$ cat config.mk
export PLATFORM = sky130hd
export DESIGN_NAME = keypad_scan
export DESIGN_NICKNAME = d
export VERILOG_FILES = /design/src/rtl/keypad_pkg.sv /design/src/rtl/keypad_colscan.sv /design/src/rtl/keypad_scan.sv
export SDC_FILE = /design/constraint.sdc
export NUM_CORES = 1
export LEC_CHECK = 0
export CORE_MARGIN = 5
export CORE_UTILIZATION = 58
export DETAILED_ROUTE_END_ITERATION = 16
export PLACE_DENSITY = 0.8
export SLEW_MARGIN = 30
export SYNTH_ARGS = -nofsm -noshare
export SYNTH_HDL_FRONTEND = slang
export SYNTH_SLANG_ARGS = --single-unit
$ cat constraint.sdc
create_clock -name clk -period 27.7 [get_ports clk]
set_input_delay 5.54 -clock clk [delete_from_list [all_inputs] [get_ports clk]]
set_output_delay 5.54 -clock clk [all_outputs]
set_load 0.02 [all_outputs]
$ cat src/rtl/keypad_pkg.sv
// Shared types and constants for the 4x4 matrix keypad scanner.
package keypad_pkg;

    // Debounce/acceptance state machine states
    typedef enum logic [1:0] {
        IDLE,
        PRESS_DEB,
        HELD,
        REL_DEB
    } state_t;

    // Classification of one complete four-column scan
    typedef enum logic [1:0] {
        NONE,
        SINGLE,
        MULTI
    } scan_kind_t;

    // Hex code for each intersection, indexed {row,col}; row 0 / col 0 is entry 0.
    //   row 0: 1 2 3 A
    //   row 1: 4 5 6 B
    //   row 2: 7 8 9 C
    //   row 3: 0 F E D
    localparam logic [15:0][3:0] KEY_MAP = {
        4'hD, 4'hE, 4'hF, 4'h0,
        4'hC, 4'h9, 4'h8, 4'h7,
        4'hB, 4'h6, 4'h5, 4'h4,
        4'hA, 4'h3, 4'h2, 4'h1
    };

    // Number of digits the entry register holds; digit_cnt saturates here
    localparam logic [3:0] DIGIT_MAX = 4'd8;

endpackage

$ cat src/rtl/keypad_colscan.sv
// Column driver, row synchronizer and per-scan result assembly.
module keypad_colscan
    import keypad_pkg::*;
#(
    parameter int SCAN_DIV = 50000
) (
    input  logic       clk,
    input  logic       rst,
    input  logic [3:0] row,
    output logic [3:0] col,
    output logic       scan_done,
    output scan_kind_t scan_kind,
    output logic [3:0] scan_code
);

    localparam int DIV_W = (SCAN_DIV > 1) ? $clog2(SCAN_DIV) : 1;

    logic [DIV_W-1:0] div;
    logic [1:0]       idx;
    logic [3:0]       row_meta;
    logic [3:0]       row_sync;
    logic [3:0][3:0]  samp;
    logic             col_end;

    assign col_end = (div == DIV_W'(SCAN_DIV - 1));
    assign col     = ~(4'b0001 << idx);

    // Two-flop synchronizer for the asynchronous, pulled-up row inputs
    always_ff @(posedge clk) begin
        if (rst) begin
            row_meta <= 4'hF;
            row_sync <= 4'hF;
        end else begin
            row_meta <= row;
            row_sync <= row_meta;
        end
    end

    // Column period divider; the active column advances at the end of each period
    always_ff @(posedge clk) begin
        if (rst) begin
            div <= '0;
            idx <= 2'd0;
        end else if (col_end) begin
            div <= '0;
            idx <= idx + 2'd1;
        end else begin
            div <= div + DIV_W'(1);
        end
    end

    // Capture the row state of the active column and flag the end of column 3
    always_ff @(posedge clk) begin
        if (rst) begin
            samp      <= '1;
            scan_done <= 1'b0;
        end else begin
            scan_done <= col_end && (idx == 2'd3);
            if (col_end) begin
                samp[idx] <= row_sync;
            end
        end
    end

    // Classify the four captured columns; held stable while scan_done is high
    always_comb begin
        logic [4:0] hits;
        logic [3:0] hit_idx;
        hits      = 5'd0;
        hit_idx   = 4'd0;
        scan_kind = NONE;
        for (int r = 0; r < 4; r++) begin
            for (int c = 0; c < 4; c++) begin
                if (!samp[c][r]) begin
                    hits    = hits + 5'd1;
                    hit_idx = 4'(r * 4 + c);
                end
            end
        end
        if (hits == 5'd1) begin
            scan_kind = SINGLE;
        end else if (hits > 5'd1) begin
            scan_kind = MULTI;
        end
        scan_code = KEY_MAP[hit_idx];
    end

endmodule

$ cat src/rtl/keypad_scan.sv
// Keypad front end: debounce FSM, key strobe and 32-bit hex entry register.
module keypad_scan
    import keypad_pkg::*;
#(
    parameter int SCAN_DIV  = 50000,
    parameter int DEB_SCANS = 4
) (
    input  logic        clk,
    input  logic        rst,
    input  logic [3:0]  row,
    output logic [3:0]  col,
    input  logic        clear,
    output logic [3:0]  key_code,
    output logic        key_valid,
    output logic        key_held,
    output logic [31:0] data,
    output logic [3:0]  digit_cnt
);

    localparam logic [3:0] DEB = 4'(DEB_SCANS);

    state_t     state, state_n;
    logic [3:0] cnt, cnt_n, cnt_inc;
    logic [3:0] cand, cand_n;
    logic       accept;
    logic       held_n;
    logic       is_cand;

    logic       scan_done;
    scan_kind_t scan_kind;
    logic [3:0] scan_code;

    keypad_colscan #(
        .SCAN_DIV (SCAN_DIV)
    ) u_colscan (
        .clk       (clk),
        .rst       (rst),
        .row       (row),
        .col       (col),
        .scan_done (scan_done),
        .scan_kind (scan_kind),
        .scan_code (scan_code)
    );

    assign is_cand = (scan_kind == SINGLE) && (scan_code == cand);
    assign cnt_inc = cnt + 4'd1;
    assign held_n  = (state_n == HELD) || (state_n == REL_DEB);

    // Next-state logic; the FSM only moves when a full scan has been classified
    always_comb begin
        state_n = state;
        cnt_n   = cnt;
        cand_n  = cand;
        accept  = 1'b0;
        if (scan_done) begin
            case (state)
                IDLE: begin
                    if (scan_kind == SINGLE) begin
                        cand_n = scan_code;
                        cnt_n  = 4'd1;
                        if (DEB <= 4'd1) begin
                            state_n = HELD;
                            accept  = 1'b1;
                        end else begin
                            state_n = PRESS_DEB;
                        end
                    end
                end
                PRESS_DEB: begin
                    if (is_cand) begin
                        cnt_n = cnt_inc;
                        if (cnt_inc >= DEB) begin
                            state_n = HELD;
                            accept  = 1'b1;
                        end
                    end else begin
                        cnt_n   = 4'd0;
                        state_n = IDLE;
                    end
                end
                HELD: begin
                    if (!is_cand) begin
                        cnt_n = 4'd1;
                        if ((scan_kind == NONE) && (DEB <= 4'd1)) begin
                            cnt_n   = 4'd0;
                            state_n = IDLE;
                        end else begin
                            state_n = REL_DEB;
                        end
                    end
                end
                REL_DEB: begin
                    if (scan_kind == NONE) begin
                        cnt_n = cnt_inc;
                        if (cnt_inc >= DEB) begin
                            cnt_n   = 4'd0;
                            state_n = IDLE;
                        end
                    end else if (is_cand) begin
                        state_n = HELD;
                    end else begin
                        cnt_n = 4'd0;
                    end
                end
                default: begin
                    state_n = IDLE;
                    cnt_n   = 4'd0;
                end
            endcase
        end
    end

    // FSM, debounce counter and candidate key registers
    always_ff @(posedge clk) begin
        if (rst) begin
            state <= IDLE;
            cnt   <= 4'd0;
            cand  <= 4'd0;
        end else begin
            state <= state_n;
            cnt   <= cnt_n;
            cand  <= cand_n;
        end
    end

    // Outputs and entry register; clear beats a simultaneous accept for data/digit_cnt
    always_ff @(posedge clk) begin
        if (rst) begin
            key_code  <= 4'd0;
            key_valid <= 1'b0;
            key_held  <= 1'b0;
            data      <= 32'd0;
            digit_cnt <= 4'd0;
        end else begin
            key_valid <= accept;
            key_held  <= held_n;
            if (accept) begin
                key_code <= cand_n;
            end
            if (clear) begin
                data      <= 32'd0;
                digit_cnt <= 4'd0;
            end else if (accept) begin
                data      <= {data[27:0], cand_n};
                digit_cnt <= (digit_cnt >= DIGIT_MAX) ? DIGIT_MAX : digit_cnt + 4'd1;
            end
        end
    end

endmodule

# Word level (Yosys, flattened, before mapping)
# Memories as Yosys holds them, arrays and structs flattened.
# Index checks and enable logic that the tools add are counted.
# op_classes
add_sub_neg	19
n_lt_le_gt_ge	6
eq_ne	13
shifts	1
mux	61
bitwise	1
reduce_logical	9
# ops
cell	n
2-to-1 mux 4 bit	20
2-to-1 mux 5 bit	15
adder 5 x 1 -> 5 bit (second input constant)	14
2-to-1 mux 2 bit	12
adder 16 x 1 -> 16 bit (second input constant)	1
bitwise mux 16 bit	1
== test 16 bit (second input constant)	1
one-hot mux 4 bit (4 select lines)	1
2-to-1 mux 3 bit	4
== test 2 bit (second input constant)	5
adder 4 x 1 -> 4 bit (second input constant)	2
demux 4 bit (select 2 bit)	1
one-hot mux 2 bit (4 select lines)	1
2-to-1 mux 1 bit	6
== test 5 x 1 -> 1 bit (second input constant)	1
greater-than comparator 5 x 1 -> 1 bit (second input constant)	1
< comparator 4 x 5 -> 1 bit (second input constant)	1
== test 2 x 1 -> 1 bit (second input constant)	2
== test 4 bit	1
greater-or-equal comparator 4 x 3 -> 1 bit (second input constant)	1
greater-or-equal comparator 4 bit (second input constant)	1
logical NOT 2 bit	2
!= test 2 bit (second input constant)	2
NOT 4 bit	1
other kinds (10)	13
# totals
reg_bits	95
mem_bits_ro	64
input_bits	7
mem_count	1
# mem_list
name	words	width	read_ports	rd_ports_with_merged_regs	write_ports	line	source
(name not given)	16	4	1	0	0	keypad_colscan.sv:85	scan_code = KEY_MAP[hit_idx];

# Depth between registers and ports, before layout
# depth
depth_word	42
ltp_mapped	53

# By module
# From an unflattened synthesis, not the netlist that was laid out.
# hier_totals
hier_cells	668
hier_area_um2	5645.4
# by_module_without_submodules
module	n_inst	cells_per_inst	area_each_um2	seq_area_each_um2
keypad_colscan	1	404	3444.6	860.8
keypad_scan	1	264	2200.9	1041.0

# Worst setup path before layout
# No wires, ideal clock.
# synth_timing
kind	reg-to-reg
from	register u_colscan.samp[4] (netlist bit)
to	register digit_cnt[2]
setup_time_ns	0.070
arrival_time_ns	9.903
slack_ns	17.726
path_stages_with_launch	50
path_buffers	0
period_less_slack_ns	9.974
path_cell_list	dfxtp_1 -> inv_1 -> ha_1 -> xnor2_1 -> ha_1 -> nor2b_1 -> a21o_1 -> ha_1 -> mux2_2 -> ha_1 -> nor2b_1 -> a41oi_1 -> nand2_1 -> ha_1 -> nor2_1 -> a31oi_1 -> ha_1 -> nor2_1 -> [14 not listed] -> ha_1 -> inv_1 -> o22ai_1 -> a21oi_1 -> inv_1 -> ha_1 -> nor2_1 -> a21oi_1 -> ha_1 -> mux2i_1 -> inv_1 -> ha_1 -> or4_1 -> o21ai_0 -> o21bai_1 -> or4b_1 -> or4b_1 -> a21oi_1
# synth_between
elab_chain_len	37
word_cells_on_any_way	56
classes_between	add/sub: 14; order compare: 1; eq/ne: 3; mux: 36; reduce/logical: 1; memory: 1
# synth_rtl
item	line	source
start: declaration	keypad_colscan.sv:22	logic [3:0][3:0] samp;
start signal: indexed assignment	keypad_colscan.sv:60	samp[idx] <= row_sync;
2-to-1 mux 5 bit	keypad_colscan.sv:74	if (!samp[c][r]) begin
adder 5 x 1 -> 5 bit	keypad_colscan.sv:75	hits = hits + 5'd1;
2-to-1 mux 5 bit	keypad_colscan.sv:74	
adder 5 x 1 -> 5 bit	keypad_colscan.sv:75	
2-to-1 mux 5 bit	keypad_colscan.sv:74	
adder 5 x 1 -> 5 bit	keypad_colscan.sv:75	
2-to-1 mux 5 bit	keypad_colscan.sv:74	
adder 5 x 1 -> 5 bit	keypad_colscan.sv:75	
[21 not listed]	--	
greater-than comparator 5 x 1 -> 1 bit	keypad_colscan.sv:82	end else if (hits > 5'd1) begin
2-to-1 mux 2 bit	keypad_colscan.sv:82	
2-to-1 mux 2 bit	keypad_colscan.sv:80	if (hits == 5'd1) begin
== test 2 x 1 -> 1 bit	keypad_scan.sv:45	assign is_cand = (scan_kind == SINGLE) && (scan_code == cand);
logical AND 1 bit (*)	keypad_scan.sv:45	
2-to-1 mux 1 bit (*)	keypad_scan.sv:70	if (is_cand) begin
2-to-1 mux 1 bit (*)	keypad_scan.sv:56	case (state)
2-to-1 mux 1 bit (*)	keypad_scan.sv:55	if (scan_done) begin
end signal: assignment	keypad_scan.sv:145	digit_cnt <= (digit_cnt >= DIGIT_MAX) ? DIGIT_MAX : digit_cnt + 4'd1;
end: declaration	keypad_scan.sv:17	output logic [3:0] digit_cnt
# Mark *: on every way between the ends. The rest lies on a longest branch, timed or not. The select of a mux whose other input is x is not followed.
# A chain may end at the register's enable or synchronous reset.

# Worst setup path after layout
# Ends and elaborated chain as after synthesis.

==> qor.csv <==
metric;value;unit
effective utilization at floorplan;0.5894;
antenna violations before repair;0;
startpoint of the worst register-to-register path;u_colscan.samp[4];
setup slack of the worst register-to-register path;16.33;ns
signal arrival time at the worst endpoint;11.64;ns
share of synthesized area occupied by flip-flops and latches;0.3317;
slowest cell on the critical path;sky130_fd_sc_hd__or4b_1;
remaining antenna violation count;0;
Setup Total Neg Slack;0;ns
GRT Residual Overflow;0;
slew at the pin closest to its max-slew limit;0.7879;ns
weighted congestion reported at the end of routability-driven placement;0.9002;
highest metal layer with signal wires;met4;
via count of the routed design;4738;
clock buffers created by TritonCTS;9;
sequential cell fraction of total power;0.574;
layout net count;751;
wire length on met1;5316;µm
floorplan row count;36;
dominant cell type by area after synthesis;sky130_fd_sc_hd__dfxtp_1;
count of state elements after synthesis;95;
number of max-slew violations in the final report;0;
Synth area leaders;sky130_fd_sc_hd__dfxtp_1, sky130_fd_sc_hd__nand2_1, sky130_fd_sc_hd__ha_1, sky130_fd_sc_hd__xnor2_1, sky130_fd_sc_hd__mux2i_1;
Worst EP required;27.98;ns
Worst Path Max Fanout;38;
Tot GR Track Use;0.2104;
clock tree root buffer cell;sky130_fd_sc_hd__clkbuf_8;
outcome;completed;
fraction of post-synthesis cell area in the top cell type by area;0.3317;
async set or reset register ratio after synthesis;0;
first-pass GRT wire length;20840;µm
maximum number of pins on one net before global-route repair;40;
worst hold path startpoint;u_colscan.row_meta[2];
share of cells above drive strength 1;0.07597;
Post CTS Setup Buffer Count;0;
core region area;9729;µm²
final worst clock skew;0.006134;ns
Setup Crit Path Kind;reg2reg;
Max Fclk;87.98;MHz
final critical delay including setup and external delays;11.37;ns
Worst VDD drop;0.05325;mV
endpoint kind of the worst setup timing path;flop;
WHS Endpoint;u_colscan.row_sync[2];
met2 wirelength from detailed routing;5766;µm
chip height;109.4;µm
startpoint class of the critical path;flop;
number of remaining DRC errors;0;
count of final setup violators;0;
detailed-route vias per instance;5.529;
die outline width;109.4;µm
buffers from clock root to sink, at most;2;
Worst Setup Slack, final;16.33;ns
Pint;0.0001902;W
full die area;11970;µm²
warning count from the yosys run;0;
number of inserted diodes;0;
DP Worst Slack;16.40;ns
worst r2r dst;digit_cnt[2];
CTS tree;yes;
Routed WL;11800;µm
I/O pin count;53;
count of distinct cell types in the synthesized netlist;69;
sum of internal, switching and leakage power;0.0002405;W
area grow syn2layout;13.40;%
Switching Power;0.00005025;W
Clk pin slew, worst setup/hold paths;0.09;ns
clock latency of the later-clocked register in the worst-skew pair;0.35;ns
final worst hold slack;0.4099;ns
Clock Sinks;95;
logic gate share of total power;0.018;
leading post-synthesis cells by instance count;sky130_fd_sc_hd__nand2_1, sky130_fd_sc_hd__dfxtp_1, sky130_fd_sc_hd__nor2_1;
detailed router's first-iteration violation count;229;
top-count cell post-synth;sky130_fd_sc_hd__nand2_1;
drt wl/cell;13.77;µm
delay of the slowest cell on the worst path;0.56;ns
power density of the placed cells;36.98;nW/µm²
input/output buffers;52;
number of resized instances in the post-cts repair step;0;
worst reg-to-reg path cell count;50;
post-detailed-placement half-perimeter wirelength;8687;µm
leakage power;2.730;nW
maximum capacitance violations;0;
number of cells produced by synthesis;690;
Avg Inst Size Synth;8.311;µm²
leading register cell type out of synthesis;sky130_fd_sc_hd__dfxtp_1;
period utilization;0.4103;
level count of the clock H-tree;3;
met3 routed wirelength;575;µm
hold buffer count at CTS;0;
clock share of power;0.408;
DR pass1 iterations;5;
RSZ-0062 raised after global routing;false;
Most common cell on crit path;sky130_fd_sc_hd__ha_1;
worst min-delay path category;reg2reg;
worst slew margin relative to its limit;0.4699;
sw frac;0.2090;
hold violation count in the final report;0;
number of synthesized flops with an enable pin;0;
vias in the first global route;4713;
syn_nets;722;
Cells on Worst Hold Path;1;
Netlist Area Pre-Place;5734;µm²
## power groups by stage
stage	Clock, W	Combinational, W	Sequential, W
floorplan	0	0.00000298	0.000141
global placement	0	0.00000429	0.000141
detailed placement	0	0.00000439	0.000141
CTS	0.000100	0.00000440	0.000138
global route	0.000107	0.00000487	0.000138
finish	0.0000981	0.00000436	0.000138
## worst max-delay path by stage
stage,from,to,cells past startpoint
after CTS,u_colscan.samp[4],digit_cnt[2],50
final,u_colscan.samp[4],digit_cnt[2],50
after global routing,u_colscan.samp[4],digit_cnt[2],50
after floorplan,u_colscan.samp[4],digit_cnt[2],49
after global placement,u_colscan.samp[4],digit_cnt[2],50
after detailed placement,u_colscan.samp[4],digit_cnt[2],50
## cell families (layout without fill, tap and decap cells)
| logic type | after synthesis | after routing | share of synthesized area |
|---|---|---|---|
| AND/OR/NAND/NOR | 285 | 285 | 0.2383 |
| AO/OA/AOI/OAI | 115 | 115 | 0.1290 |
| flip-flops | 95 | 95 | 0.3317 |
| buffers and inverters | 74 | 108 | 0.05324 |
| XOR/XNOR | 67 | 67 | 0.1396 |
| multiplexers | 29 | 29 | 0.05368 |
| adder cells (fa/ha/maj) | 25 | 25 | 0.05455 |
## worst max-delay path, delay by kind of cell (launching register included)
kind / cells / cell delay [ns]
muxes: 3 / 0.56
AOI/OAI and AO/OA: 15 / 2.89
adders and majority gates: 14 / 4.22
buffers and inverters: 6 / 0.57
DFF: 1 / 0.39
xor gates and xnor gates: 1 / 0.17
and+or+nand+nor: 11 / 2.47
## registers in the layout, summed over array words and instances, names as in the netlist
register / count
key_held: 1
cnt: 4
u_colscan.idx: 2
key_valid: 1
digit_cnt: 4
u_colscan.div: 16
data: 32
key_code: 4
state: 2
u_colscan.row_sync: 4
cand: 4
u_colscan.scan_done: 1
u_colscan.samp: 16
u_colscan.row_meta: 4
## layout make-up
class                      instances  area, µm²
multi-input combinational        521       3533
fill                             823       3227
sequential                        95       1902
timing repair buffer              55      543.0
tap                              133      166.4
inverter                          37      138.9
clock buffer                       9      123.9
clock inverter                     7      95.09
## cells in the final DEF, fill, tap and decap left out, types with 3 or more instances in the layout
cell type,synthesis,layout
sky130_fd_sc_hd__a211oi_1,4,4
sky130_fd_sc_hd__a21o_1,4,4
sky130_fd_sc_hd__ha_1,25,25
sky130_fd_sc_hd__xnor2_2,4,4
sky130_fd_sc_hd__nand3_1,13,13
sky130_fd_sc_hd__or3_1,5,5
sky130_fd_sc_hd__xnor2_4,3,3
sky130_fd_sc_hd__a311oi_1,3,3
sky130_fd_sc_hd__clkbuf_8,0,9
sky130_fd_sc_hd__dfxtp_1,95,95
sky130_fd_sc_hd__nor3_1,14,14
sky130_fd_sc_hd__a21oi_1,44,44
sky130_fd_sc_hd__inv_1,37,37
sky130_fd_sc_hd__nor4_1,4,4
sky130_fd_sc_hd__nand4_1,6,6
sky130_fd_sc_hd__o21ai_0,20,20
sky130_fd_sc_hd__nand2b_1,10,10
sky130_fd_sc_hd__nor2_1,56,56
sky130_fd_sc_hd__nand3b_1,4,4
sky130_fd_sc_hd__nand2_1,120,120
sky130_fd_sc_hd__nor2b_1,16,16
sky130_fd_sc_hd__a31oi_1,6,6
sky130_fd_sc_hd__xor2_1,16,16
sky130_fd_sc_hd__a41oi_1,3,3
sky130_fd_sc_hd__and3_1,4,4
sky130_fd_sc_hd__or2_2,11,11
sky130_fd_sc_hd__a31o_2,3,3
sky130_fd_sc_hd__and2_1,5,5
sky130_fd_sc_hd__xnor3_1,6,6
sky130_fd_sc_hd__clkdlybuf4s50_1,0,52
sky130_fd_sc_hd__o22ai_1,5,5
sky130_fd_sc_hd__xnor2_1,34,34
sky130_fd_sc_hd__o211ai_1,3,3
sky130_fd_sc_hd__buf_4,2,3
sky130_fd_sc_hd__mux2i_1,26,26
## layer usage
layer,GRT usage,vias up
met4,0.06768,0
met1,0.2590,2239
met2,0.3622,97
met5,0,-
li1,-,2389
met3,0.04991,13
## metrics by stage
stage / util / area, µm² / instances
after detailed placement: 0.6458 / 6284 / 841
after floorplan: - / 5734 / 690
after global routing: 0.6683 / 6502 / 857
after global placement: 0.6458 / 6284 / 841
final: 0.6683 / 6502 / 857
after CTS: 0.6683 / 6502 / 857
Note: power is estimated with default switching activity, not from simulation.
